`src/rtl/mastermind_game_sequencer.sv`:
```
// mastermind_game_sequencer
//   Top-level game sequencer for Mastermind.
//   - Steers digit entry into the code and guess registers.
//   - Starts the peg scorer and latches the red/white result.
//   - Counts scored guesses and declares a win or a loss.
//   Every output is registered.
//
// Ports
//   clk, resetn              clock; synchronous active-low reset
//   load_btn                 load key (active-high level)
//   new_game                 restart the game (active-high level)
//   sel_digit                digit slot for code_we / guess_we
//   code_we, guess_we        1-cycle write strobes
//   score_start              1-cycle scorer start pulse
//   score_done               scorer result valid; red_in and white_in are sampled here
//   red_in, white_in         scorer peg counts
//   red_out, white_out       latched result of the last scored guess
//   guess_cnt                number of guesses scored this game
//   win, lose                high while in WIN or LOSE
//   state_dbg                current state encoding
module mastermind_game_sequencer #(
  parameter int DIGITS      = 4,
  parameter int IDX_W       = 2,
  parameter int PEG_W       = 3,
  parameter int MAX_GUESSES = 8,
  parameter int CNT_W       = 4
) (
  input  logic             clk,
  input  logic             resetn,
  input  logic             load_btn,
  input  logic             new_game,
  output logic [IDX_W-1:0] sel_digit,
  output logic             code_we,
  output logic             guess_we,
  output logic             score_start,
  input  logic             score_done,
  input  logic [PEG_W-1:0] red_in,
  input  logic [PEG_W-1:0] white_in,
  output logic [PEG_W-1:0] red_out,
  output logic [PEG_W-1:0] white_out,
  output logic [CNT_W-1:0] guess_cnt,
  output logic             win,
  output logic             lose,
  output logic [2:0]       state_dbg
);

  typedef enum logic [2:0] {
    S_CODE  = 3'd0,
    S_GUESS = 3'd1,
    S_SCORE = 3'd2,
    S_WAIT  = 3'd3,
    S_WIN   = 3'd4,
    S_LOSE  = 3'd5
  } state_t;

  state_t           state, state_nx;
  logic [IDX_W-1:0] idx, idx_nx, sel_nx;
  logic             load_prev;
  logic             press, last_digit;
  logic             code_we_nx, guess_we_nx, score_start_nx, win_nx, lose_nx;
  logic [PEG_W-1:0] red_nx, white_nx;
  logic [CNT_W-1:0] cnt_nx, cnt_inc;

  // Rising edge of the key: a held key yields exactly one press.
  assign press      = load_btn & ~load_prev;
  assign last_digit = (idx == IDX_W'(DIGITS - 1));
  assign cnt_inc    = guess_cnt + CNT_W'(1);
  assign state_dbg  = state;

  always_comb begin
    state_nx    = state;
    idx_nx      = idx;
    sel_nx      = sel_digit;
    code_we_nx  = 1'b0;
    guess_we_nx = 1'b0;
    red_nx      = red_out;
    white_nx    = white_out;
    cnt_nx      = guess_cnt;

    if (new_game) begin
      // A restart wins over a press or a score result in the same cycle.
      state_nx = S_CODE;
      idx_nx   = '0;
      cnt_nx   = '0;
      red_nx   = '0;
      white_nx = '0;
    end else begin
      unique case (state)
        S_CODE: if (press) begin
          code_we_nx = 1'b1;
          sel_nx     = idx;
          if (last_digit) begin
            idx_nx   = '0;
            state_nx = S_GUESS;
          end else begin
            idx_nx = idx + IDX_W'(1);
          end
        end
        S_GUESS: if (press) begin
          guess_we_nx = 1'b1;
          sel_nx      = idx;
          if (last_digit) begin
            idx_nx   = '0;
            state_nx = S_SCORE;
          end else begin
            idx_nx = idx + IDX_W'(1);
          end
        end
        S_SCORE: state_nx = S_WAIT;
        S_WAIT: if (score_done) begin
          red_nx   = red_in;
          white_nx = white_in;
          cnt_nx   = cnt_inc;
          if (red_in == PEG_W'(DIGITS))           state_nx = S_WIN;
          else if (cnt_inc == CNT_W'(MAX_GUESSES)) state_nx = S_LOSE;
          else                                     state_nx = S_GUESS;
        end
        S_WIN:   state_nx = S_WIN;
        S_LOSE:  state_nx = S_LOSE;
        default: state_nx = S_CODE;
      endcase
    end

    // Registered decodes of the next state. score_start is high for the single
    // cycle spent in SCORE, so it cannot be re-issued during SCORE_WAIT.
    score_start_nx = (state_nx == S_SCORE);
    win_nx         = (state_nx == S_WIN);
    lose_nx        = (state_nx == S_LOSE);
  end

  always_ff @(posedge clk) begin
    if (!resetn) begin
      state       <= S_CODE;
      idx         <= '0;
      load_prev   <= 1'b1;   // a key held through reset is not captured
      sel_digit   <= '0;
      code_we     <= 1'b0;
      guess_we    <= 1'b0;
      score_start <= 1'b0;
      red_out     <= '0;
      white_out   <= '0;
      guess_cnt   <= '0;
      win         <= 1'b0;
      lose        <= 1'b0;
    end else begin
      state       <= state_nx;
      idx         <= idx_nx;
      load_prev   <= load_btn;
      sel_digit   <= sel_nx;
      code_we     <= code_we_nx;
      guess_we    <= guess_we_nx;
      score_start <= score_start_nx;
      red_out     <= red_nx;
      white_out   <= white_nx;
      guess_cnt   <= cnt_nx;
      win         <= win_nx;
      lose        <= lose_nx;
    end
  end

endmodule

```
`config.mk`:
```
export PLATFORM = sky130hd
export DESIGN_NAME = mastermind_game_sequencer
export DESIGN_NICKNAME = d
export VERILOG_FILES = /design/src/rtl/mastermind_game_sequencer.sv
export SDC_FILE = /design/constraint.sdc
export NUM_CORES = 1
export LEC_CHECK = 0
export CAP_MARGIN = 20
export CORE_ASPECT_RATIO = 1.25
export CORE_MARGIN = 2
export CORE_UTILIZATION = 47
export CTS_CLUSTER_DIAMETER = 80
export CTS_CLUSTER_SIZE = 8
export DETAILED_ROUTE_END_ITERATION = 16
export PLACE_DENSITY = 0.91
export SYNTH_ARGS = -nofsm -noshare
export SYNTH_HDL_FRONTEND = slang
export SYNTH_SLANG_ARGS = --single-unit
```
`constraint.sdc`:
```
create_clock -name clk -period 2.8 [get_ports clk]
set_input_delay 0.28 -clock clk [delete_from_list [all_inputs] [get_ports clk]]
set_output_delay 0.28 -clock clk [all_outputs]
set_load 0.01 [all_outputs]
```
Word-level counts from Yosys, hierarchy flattened
Cells that the tools add are included.
{"block": "op_classes", "n_reduce_logical": 8, "n_mux": 11, "eq_ne": 11, "n_addsub": 2, "n_bitwise": 6}
{"op": "two-way mux 3 bit", "count": 8}
{"op": "one-hot mux 3 bit (6 select lines)", "count": 1}
{"op": "equality test 3 bit (second input constant)", "count": 5}
{"op": "equality test 3 x 2 -> 1 bit (second input constant)", "count": 3}
{"op": "OR reduction 3 bit", "count": 2}
{"op": "NOT 1 bit", "count": 5}
{"op": "adder 4 x 1 -> 4 bit (second input constant)", "count": 1}
{"op": "equality test 4 bit (second input constant)", "count": 1}
{"op": "AND reduction 2 bit", "count": 2}
{"op": "OR reduction 2 bit", "count": 2}
{"op": "equality test 3 x 1 -> 1 bit (second input constant)", "count": 1}
{"op": "logical NOT 3 bit", "count": 1}
{"op": "AND reduction 3 bit", "count": 1}
{"op": "adder 2 x 1 -> 2 bit (second input constant)", "count": 1}
{"op": "equality test 2 bit (second input constant)", "count": 1}
{"op": "two-way mux 2 bit", "count": 1}
{"op": "bitwise AND 1 bit", "count": 1}
{"op": "two-way mux 1 bit", "count": 1}
{"block": "totals", "output_inout_bits": 20, "input_bits": 11, "wordCells": 50, "reg_bits": 23}

Longest topological paths before layout
Gate-level depths: netlist (run 1).
{"block": "depth", "ltp_word": 8, "mapped_depth": 5, "mapped_depth_nobuf": 5}

Worst setup path before layout (run 1)
Ideal clock, no wire load.
{"block": "synth_timing", "path_kind": "reg-to-reg", "from": "register state[1] (netlist: state_dbg[1])", "to": "register sel_digit[0]", "setup_time_ns": 0.116, "n_path_buf": 0, "arrival_time_ns": 1.223, "path_stages_with_launch": 5, "setup_slack_ns": 1.461, "period_less_slack_ns": 1.339, "required_time_ns": 2.684, "cell_sequence": "dfxtp_1 > nor4b_4 > and2b_2 > mux2i_1 > nor2b_1"}
{"block": "synth_via", "elab_chain_cells": 3, "word_cells_on_any_way": 4, "classes_between": "eq/ne (1); reduce/logical (3)"}
{"item": "start, declared", "line_no": "56", "source": "state_t state, state_nx;"}
{"item": "start signal, assigned", "line_no": "146", "source": "state <= state_nx;"}
{"item": "equality test 3 x 1 -> 1 bit or logical NOT 3 bit (tied branches)", "line_no": "88", "source": "unique case (state)"}
{"item": "OR reduction 2 bit (no line) *"}
{"item": "AND reduction 3 bit (no line) *"}
{"item": "end signal, assigned", "line_no": "149", "source": "sel_digit <= sel_nx;"}
{"item": "end, declared", "line_no": "32", "source": "output logic [IDX_W-1:0] sel_digit,"}
Mark *: on every way between the ends. The rest lies on a longest branch, timed or not.
A chain may end at the register's enable or synchronous reset.

Worst setup path in the final report (run 1)
{"block": "layout_timing", "from": "register state[1] (netlist: state_dbg[1])", "to": "output port state_dbg[1]"}
{"item": "end, declared", "line_no": "44", "source": "output logic [2:0] state_dbg"}
No word-level cell between the ends.

==> impl_metrics.json, run 1 <==
{
  "synth_edf_count": 0,
  "grt_setup_unrepaired": "false",
  "hold_buffers": 0,
  "antennaDiodeCount": 0,
  "clk_pin_slew_ns": 0.11,
  "post_synth_main_area_contributors": "dfxtp_1 49%, nand2_1 6.4%, mux2i_1 4.3%",
  "cts_buffer_depth": 2,
  "p_switching_uw": 97.9,
  "tns_ns": 0,
  "grtUsageTotal": 0.169,
  "hold_path_class": "reg2reg",
  "setup_viol": 0,
  "cp.required_ns": 2.52,
  "relSlewSlack": 0.631,
  "grt.busiest_layer": "met2",
  "max_cap_violations": 0,
  "reg2regPathDepth": 4,
  "drv_slew": 0,
  "fin_skew_ns": 0.00973,
  "status": "finished, final reports clean",
  "ys.flop_type": "dfxtp_1",
  "fmax_ghz": 0.576,
  "swShare": 0.196,
  "path_depth": 1,
  "hold_path_end": "white_out[0]",
  "slowest_delay_ns": 0.62,
  "hold_violations": 0,
  "seqPwrFrac": 0.660,
  "async_reset_ff_frac": 0,
  "cts_resized": 0,
  "htreeDepth": 1,
  "route.final.wire_length_um": 1910,
  "io_buffers": 30,
  "ioPinCount": 31,
  "cts_root_buf": "clkbuf_4",
  "min_path_cells": 2,
  "use_met3": 0.0268,
  "p_int_uw": 402,
  "numCtsBuffers": 3,
  "layout.cells.non_filler": 149,
  "ys_seq_elements": 23,
  "via_per_inst": 5.27,
  "hp-start": "white_out[0]",
  "row_count": 18,
  "worstSetupPathType": "reg2out",
  "endpoint_kind": "primary output",
  "critPathLaunchType": "flip-flop",
  "postSynthAreaPerCell_sq_um": 9.70,
  "r2r_slack_ns": 1.28,
  "core_area_sq_um": 1940,
  "reg2reg_from": "state_dbg[1]",
  "antenna_found_initial": 0,
  "synthTopCellsByCount": "23 x dfxtp_1, 16 x nand2_1, 9 x nor2_1, 7 x a21oi_1, 6 x nor2b_1",
  "cp_max_fo": 9,
  "path_buf_inv": 1,
  "nets": 143,
  "cts_setup_buffers": 0,
  "finalCriticalPeriod_ns": 1.74,
  "syn_area_sq_um": 941,
  "grt_max_degree": 15,
  "grt_use_met1": 0.169,
  "clkPwrFrac": 0.283,
  "p_total_uw": 499,
  "synth.distinct_cells": 31,
  "drtAntennaViolNets": 0,
  "synth_fp_nets": 110,
  "yosys.area.top_type": "dfxtp_1",
  "start_util": 0.486,
  "vias": 785,
  "use_met2": 0.326,
  "worst_skew_pair.late_latency_ns": 0.29,
  "place_inst": 145,
  "grt_overflow": 0,
  "tritoncts": "done",
  "power_density_nw_per_um2": 391,
  "p_comb_frac": 0.057,
  "drt_iter0_drc": 9,
  "drc": 0,
  "r2r_end": "win",
  "firstDrtPassIters": 4,
  "area_growth_syn_to_layout_pct": 35.8,
  "dieArea_sq_um": 2380,
  "cts_sinks": 23,
  "p_leak_nw": 0.487,
  "synth_top_area_frac": 0.489,
  "cp_slowest_cell": "clkdlybuf4s50_1",
  "syn-instance-count": 97,
  "arrival_ns": 1.46,
  "grt_pass1_vias": 700,
  "path_cells": "clkdlybuf4s50_1",
  "post-synth-top-count-cell": "dfxtp_1",
  "die_h_um": 54.0,
  "gp_congestion": 0.771,
  "grt_pass1_wl_um": 2900,
  "finalCritPeriodShare": 0.620,
  "peakVddDrop_mv": 0.288,
  "ys_seq_area_frac": 0.489,
  "dieWidth_um": 44.0,
  "worst_pin_slew_ns": 0.554,
  "post_drt_wl_per_cell_um": 12.8,
  "hpwl_um": 1440,
  "yosys_warnings": 0,
  "cp_top_family": "buffers and inverters",
  "drive_gt1_frac": 0.0543
}
cells in the final DEF, fill, tap and decap left out, types with 2 or more instances in the layout:
| master | n |
|---|---|
| a21oi_1 | 7 |
| and3_1 | 2 |
| and3b_1 | 2 |
| clkbuf_4 | 3 |
| clkdlybuf4s50_1 | 30 |
| dfxtp_1 | 23 |
| ha_1 | 2 |
| inv_1 | 3 |
| mux2i_1 | 4 |
| nand2_1 | 16 |
| nand2b_1 | 2 |
| nor2_1 | 9 |
| nor2b_1 | 6 |
| xor2_1 | 2 |
power groups by stage:
stage	Sequential [mW]	Combinational, mW	Clock (mW)
after floorplan	0.337	0.00957	0
after global placement	0.337	0.0276	0
after detailed placement	0.337	0.0283	0
after CTS	0.330	0.0285	0.148
after global routing	0.330	0.0304	0.158
final	0.330	0.0286	0.141
worst max path at each step:
stage                         to  slack [ns]         start
finish              state_dbg[1]        1.06  state_dbg[1]
global route        state_dbg[1]        1.00  state_dbg[1]
CTS                 state_dbg[1]        1.05  state_dbg[1]
detailed placement   score_start        1.05        resetn
global placement             win        1.07    score_done
floorplan           sel_digit[0]        1.46  state_dbg[1]
sequential cells by signal, indices dropped and copies added (netlist names):
name,count
code_we,1
guess_cnt,4
guess_we,1
idx,2
load_prev,1
lose,1
red_out,3
score_start,1
sel_digit,2
state_dbg,3
white_out,3
win,1
per-layer routing:
metal,vias to the layer above,part of all wire
li1,394,-
met2,24,0.52
met4,0,0.014
met3,2,0.053
met1,365,0.41
met5,-,0
final cells by class:
type / instances / area (sq um)
Clock buffer: 4 / 26.3
Fill cell: 153 / 659
Inverter: 3 / 11.3
Multi-Input combinational cell: 69 / 454
Sequential cell: 23 / 460
Tap cell: 20 / 25.0
Timing Repair Buffer: 30 / 300
logic make-up after synthesis:
logic type / Yosys count / share of synthesized area
DFF: 23 / 0.489
AOI/OAI and AO/OA: 15 / 0.104
xor gates and xnor gates: 3 / 0.0279
adders and majority gates: 2 / 0.0266
muxes: 4 / 0.0426
and+or+nand+nor: 45 / 0.282
buffers and inverters: 5 / 0.0279
stage by stage:
step                 util  instance area (sq um)  setup slack [ns]  hold WS (ns)
finish              0.660                   1280              1.06         0.460
global route        0.660                   1280              1.00         0.477
CTS                 0.660                   1280              1.05         0.462
detailed placement  0.646                   1250              1.05         0.446
global placement    0.646                   1250              1.07         0.442
floorplan               -                    941              1.46         0.353
Note: power is estimated with default switching activity, not from simulation.
==> run 2: changes to the inputs <==
--- a/config.mk
+++ b/config.mk
@@ -8,11 +8,11 @@
 export CAP_MARGIN = 20
 export CORE_ASPECT_RATIO = 1.25
 export CORE_MARGIN = 2
-export CORE_UTILIZATION = 47
+export CORE_UTILIZATION = 44
 export CTS_CLUSTER_DIAMETER = 80
 export CTS_CLUSTER_SIZE = 8
 export DETAILED_ROUTE_END_ITERATION = 16
-export PLACE_DENSITY = 0.91
+export PLACE_DENSITY = 0.86
 export SYNTH_ARGS = -nofsm -noshare
 export SYNTH_HDL_FRONTEND = slang
 export SYNTH_SLANG_ARGS = --single-unit
==> constraint.sdc (replaced) <==
create_clock -name clk -period 1.72 [get_ports clk]
set_input_delay 0.172 -clock clk [delete_from_list [all_inputs] [get_ports clk]]
set_output_delay 0.172 -clock clk [all_outputs]
set_load 0.01 [all_outputs]
==> run 2 against run 1 <==
Sequential share of layout area fell by 0.62 points. Critical path depth did not move. Non-clock buffer count rose by 3. Combinational power rose by 73%. Sequential power rose by 63%. Setup slack got worse by 0.98 ns. Clock skew fell by 0.0041 ns. Clock power rose by 71%. Largest power group unchanged. Critical path type unchanged. Flip-flop and latch count did not move. First-iteration DRC count rose by 67%. Core utilization fell by 1.1 points. Count of clock-buffer cells in the layout did not move.
==> impl_metrics.json, run 2 (synthesized netlist as in run 1, its figures left out) <==
{
  "gp_congestion": 0.736,
  "row_count": 18,
  "antennaDiodeCount": 0,
  "grt_overflow": 0,
  "grt_setup_unrepaired": "false",
  "r2r_end": "win",
  "critPathLaunchType": "flip-flop",
  "ioPinCount": 31,
  "cts_buffer_depth": 2,
  "grtUsageTotal": 0.180,
  "fin_skew_ns": 0.00559,
  "io_buffers": 30,
  "path_depth": 1,
  "dieWidth_um": 45.4,
  "endpoint": "state_dbg[1]",
  "largest_register_ffs": 4,
  "drive_gt1_frac": 0.0758,
  "worst_pin_slew_ns": 0.347,
  "endpoint_kind": "primary output",
  "antenna_found_initial": 0,
  "hold_violations": 0,
  "cts_resized": 0,
  "dieArea_sq_um": 2530,
  "grt_max_degree": 14,
  "area_growth_syn_to_layout_pct": 38.2,
  "cp_slowest_cell": "clkdlybuf4s50_1",
  "r2r_slack_ns": 0.27,
  "core_area_sq_um": 2000,
  "crit_start": "state_dbg[1]",
  "post_drt_wl_per_cell_um": 12.7,
  "p_total_uw": 828,
  "htreeDepth": 1,
  "p_leak_nw": 0.502,
  "fill_cells": 161,
  "fmax_ghz": 0.612,
  "setup_viol": 0,
  "layout_commonest_cell": "clkdlybuf4s50_1",
  "grt_pass1_wl_um": 3440,
  "hpwl_um": 1500,
  "max_cap_violations": 0,
  "cts_setup_buffers": 0,
  "final_cell_mix": "30 x clkdlybuf4s50_1, 23 x dfxtp_1, 16 x nand2_1",
  "reg2reg_from": "idx[0]",
  "nets": 146,
  "drv_slew": 0,
  "tritoncts": "done",
  "arrival_ns": 1.46,
  "start_util": 0.469,
  "route.final.wire_length_um": 1930,
  "clk_pin_slew_ns": 0.12,
  "drc": 0,
  "cp_max_fo": 9,
  "die_h_um": 55.7,
  "cts_sinks": 23,
  "path_buf_inv": 1,
  "via_per_inst": 5.27,
  "status": "finished, final reports clean",
  "vias": 801,
  "final_util": 0.649,
  "top_register": "guess_cnt",
  "tns_ns": 0,
  "numCtsBuffers": 3,
  "hold_path_class": "in2reg",
  "cp_top_family": "buffers and inverters",
  "finalCritPeriodShare": 0.949,
  "power_density_nw_per_um2": 637,
  "grt_pass1_vias": 855,
  "slowest_delay_ns": 0.61,
  "finalCriticalPeriod_ns": 1.63,
  "worst_skew_pair.late_latency_ns": 0.31,
  "hold_buffers": 0,
  "cts_root_buf": "clkbuf_4",
  "relSlewSlack": 0.766,
  "drt_iter0_drc": 15,
  "peakVddDrop_mv": 0.528,
  "reg2regPathDepth": 5,
  "path_cells": "clkdlybuf4s50_1",
  "firstDrtPassIters": 4,
  "worstSetupPathType": "reg2out",
  "cp.required_ns": 1.55,
  "drtAntennaViolNets": 0
}
[run 2: cell count changes in the layout (fill, tap and decap cells not counted)]
cell,before,now
buf_4,0,3
[run 2: how the worst min path moves through the flow]
stage / start / end / slack [ns] / depth (start not counted)
5_1_grt: white_in[1] / white_out[1] / 0.41 / 3
3_3_place_gp: white_out[1] / white_out[1] / 0.44 / 2
3_5_place_dp: red_out[0] / red_out[0] / 0.45 / 2
2_1_floorplan: resetn / load_prev / 0.25 / 1
4_1_cts: white_in[0] / white_out[0] / 0.41 / 3
6_report: white_in[0] / white_out[0] / 0.41 / 3
[run 2: per-stage QoR]
step | hold slack (ns) | area (sq um) | std cells | setup slack (ns)
6_report | 0.413 | 1300 | 152 | 0.0870
3_5_place_dp | 0.450 | 1270 | 148 | 0.147
5_1_grt | 0.411 | 1300 | 152 | 0.0346
4_1_cts | 0.410 | 1300 | 152 | 0.0843
2_1_floorplan | 0.245 | 941 | 97 | 0.381
3_3_place_gp | 0.442 | 1270 | 148 | 0.200
[run 2: worst reg2reg max path: cells and delay by family (launching register included)]
kind	cells	cell delay (ns)
DFF	1	0.36
and+or+nand+nor	2	0.37
adders and majority gates	1	0.23
AOI/OAI and AO/OA	2	0.43
[run 2: area by class of cell]
class / count / area (sq um) / share of cell area
clock buffer: 4 / 26.3 / 0.0202
inverter: 3 / 11.3 / 0.00866
multi-input combinational: 69 / 454 / 0.349
sequential: 23 / 460 / 0.354
tap: 20 / 25.0 / 0.0192
timing repair buffer: 33 / 323 / 0.248
[run 2: report_power, final]
group / switching [mW] / internal (mW)
logic: 0.0177 / 0.0316
clock network: 0.151 / 0.0906
registers: 0.00208 / 0.535
[run 2: layer usage]
metal | track usage | vias to the layer above | wire (um)
li1 | - | 400 | -
met1 | 0.193 | 363 | 784
met2 | 0.320 | 29 | 989
met3 | 0.0195 | 9 | 84
met4 | 0.101 | 0 | 68
met5 | 0 | - | 0
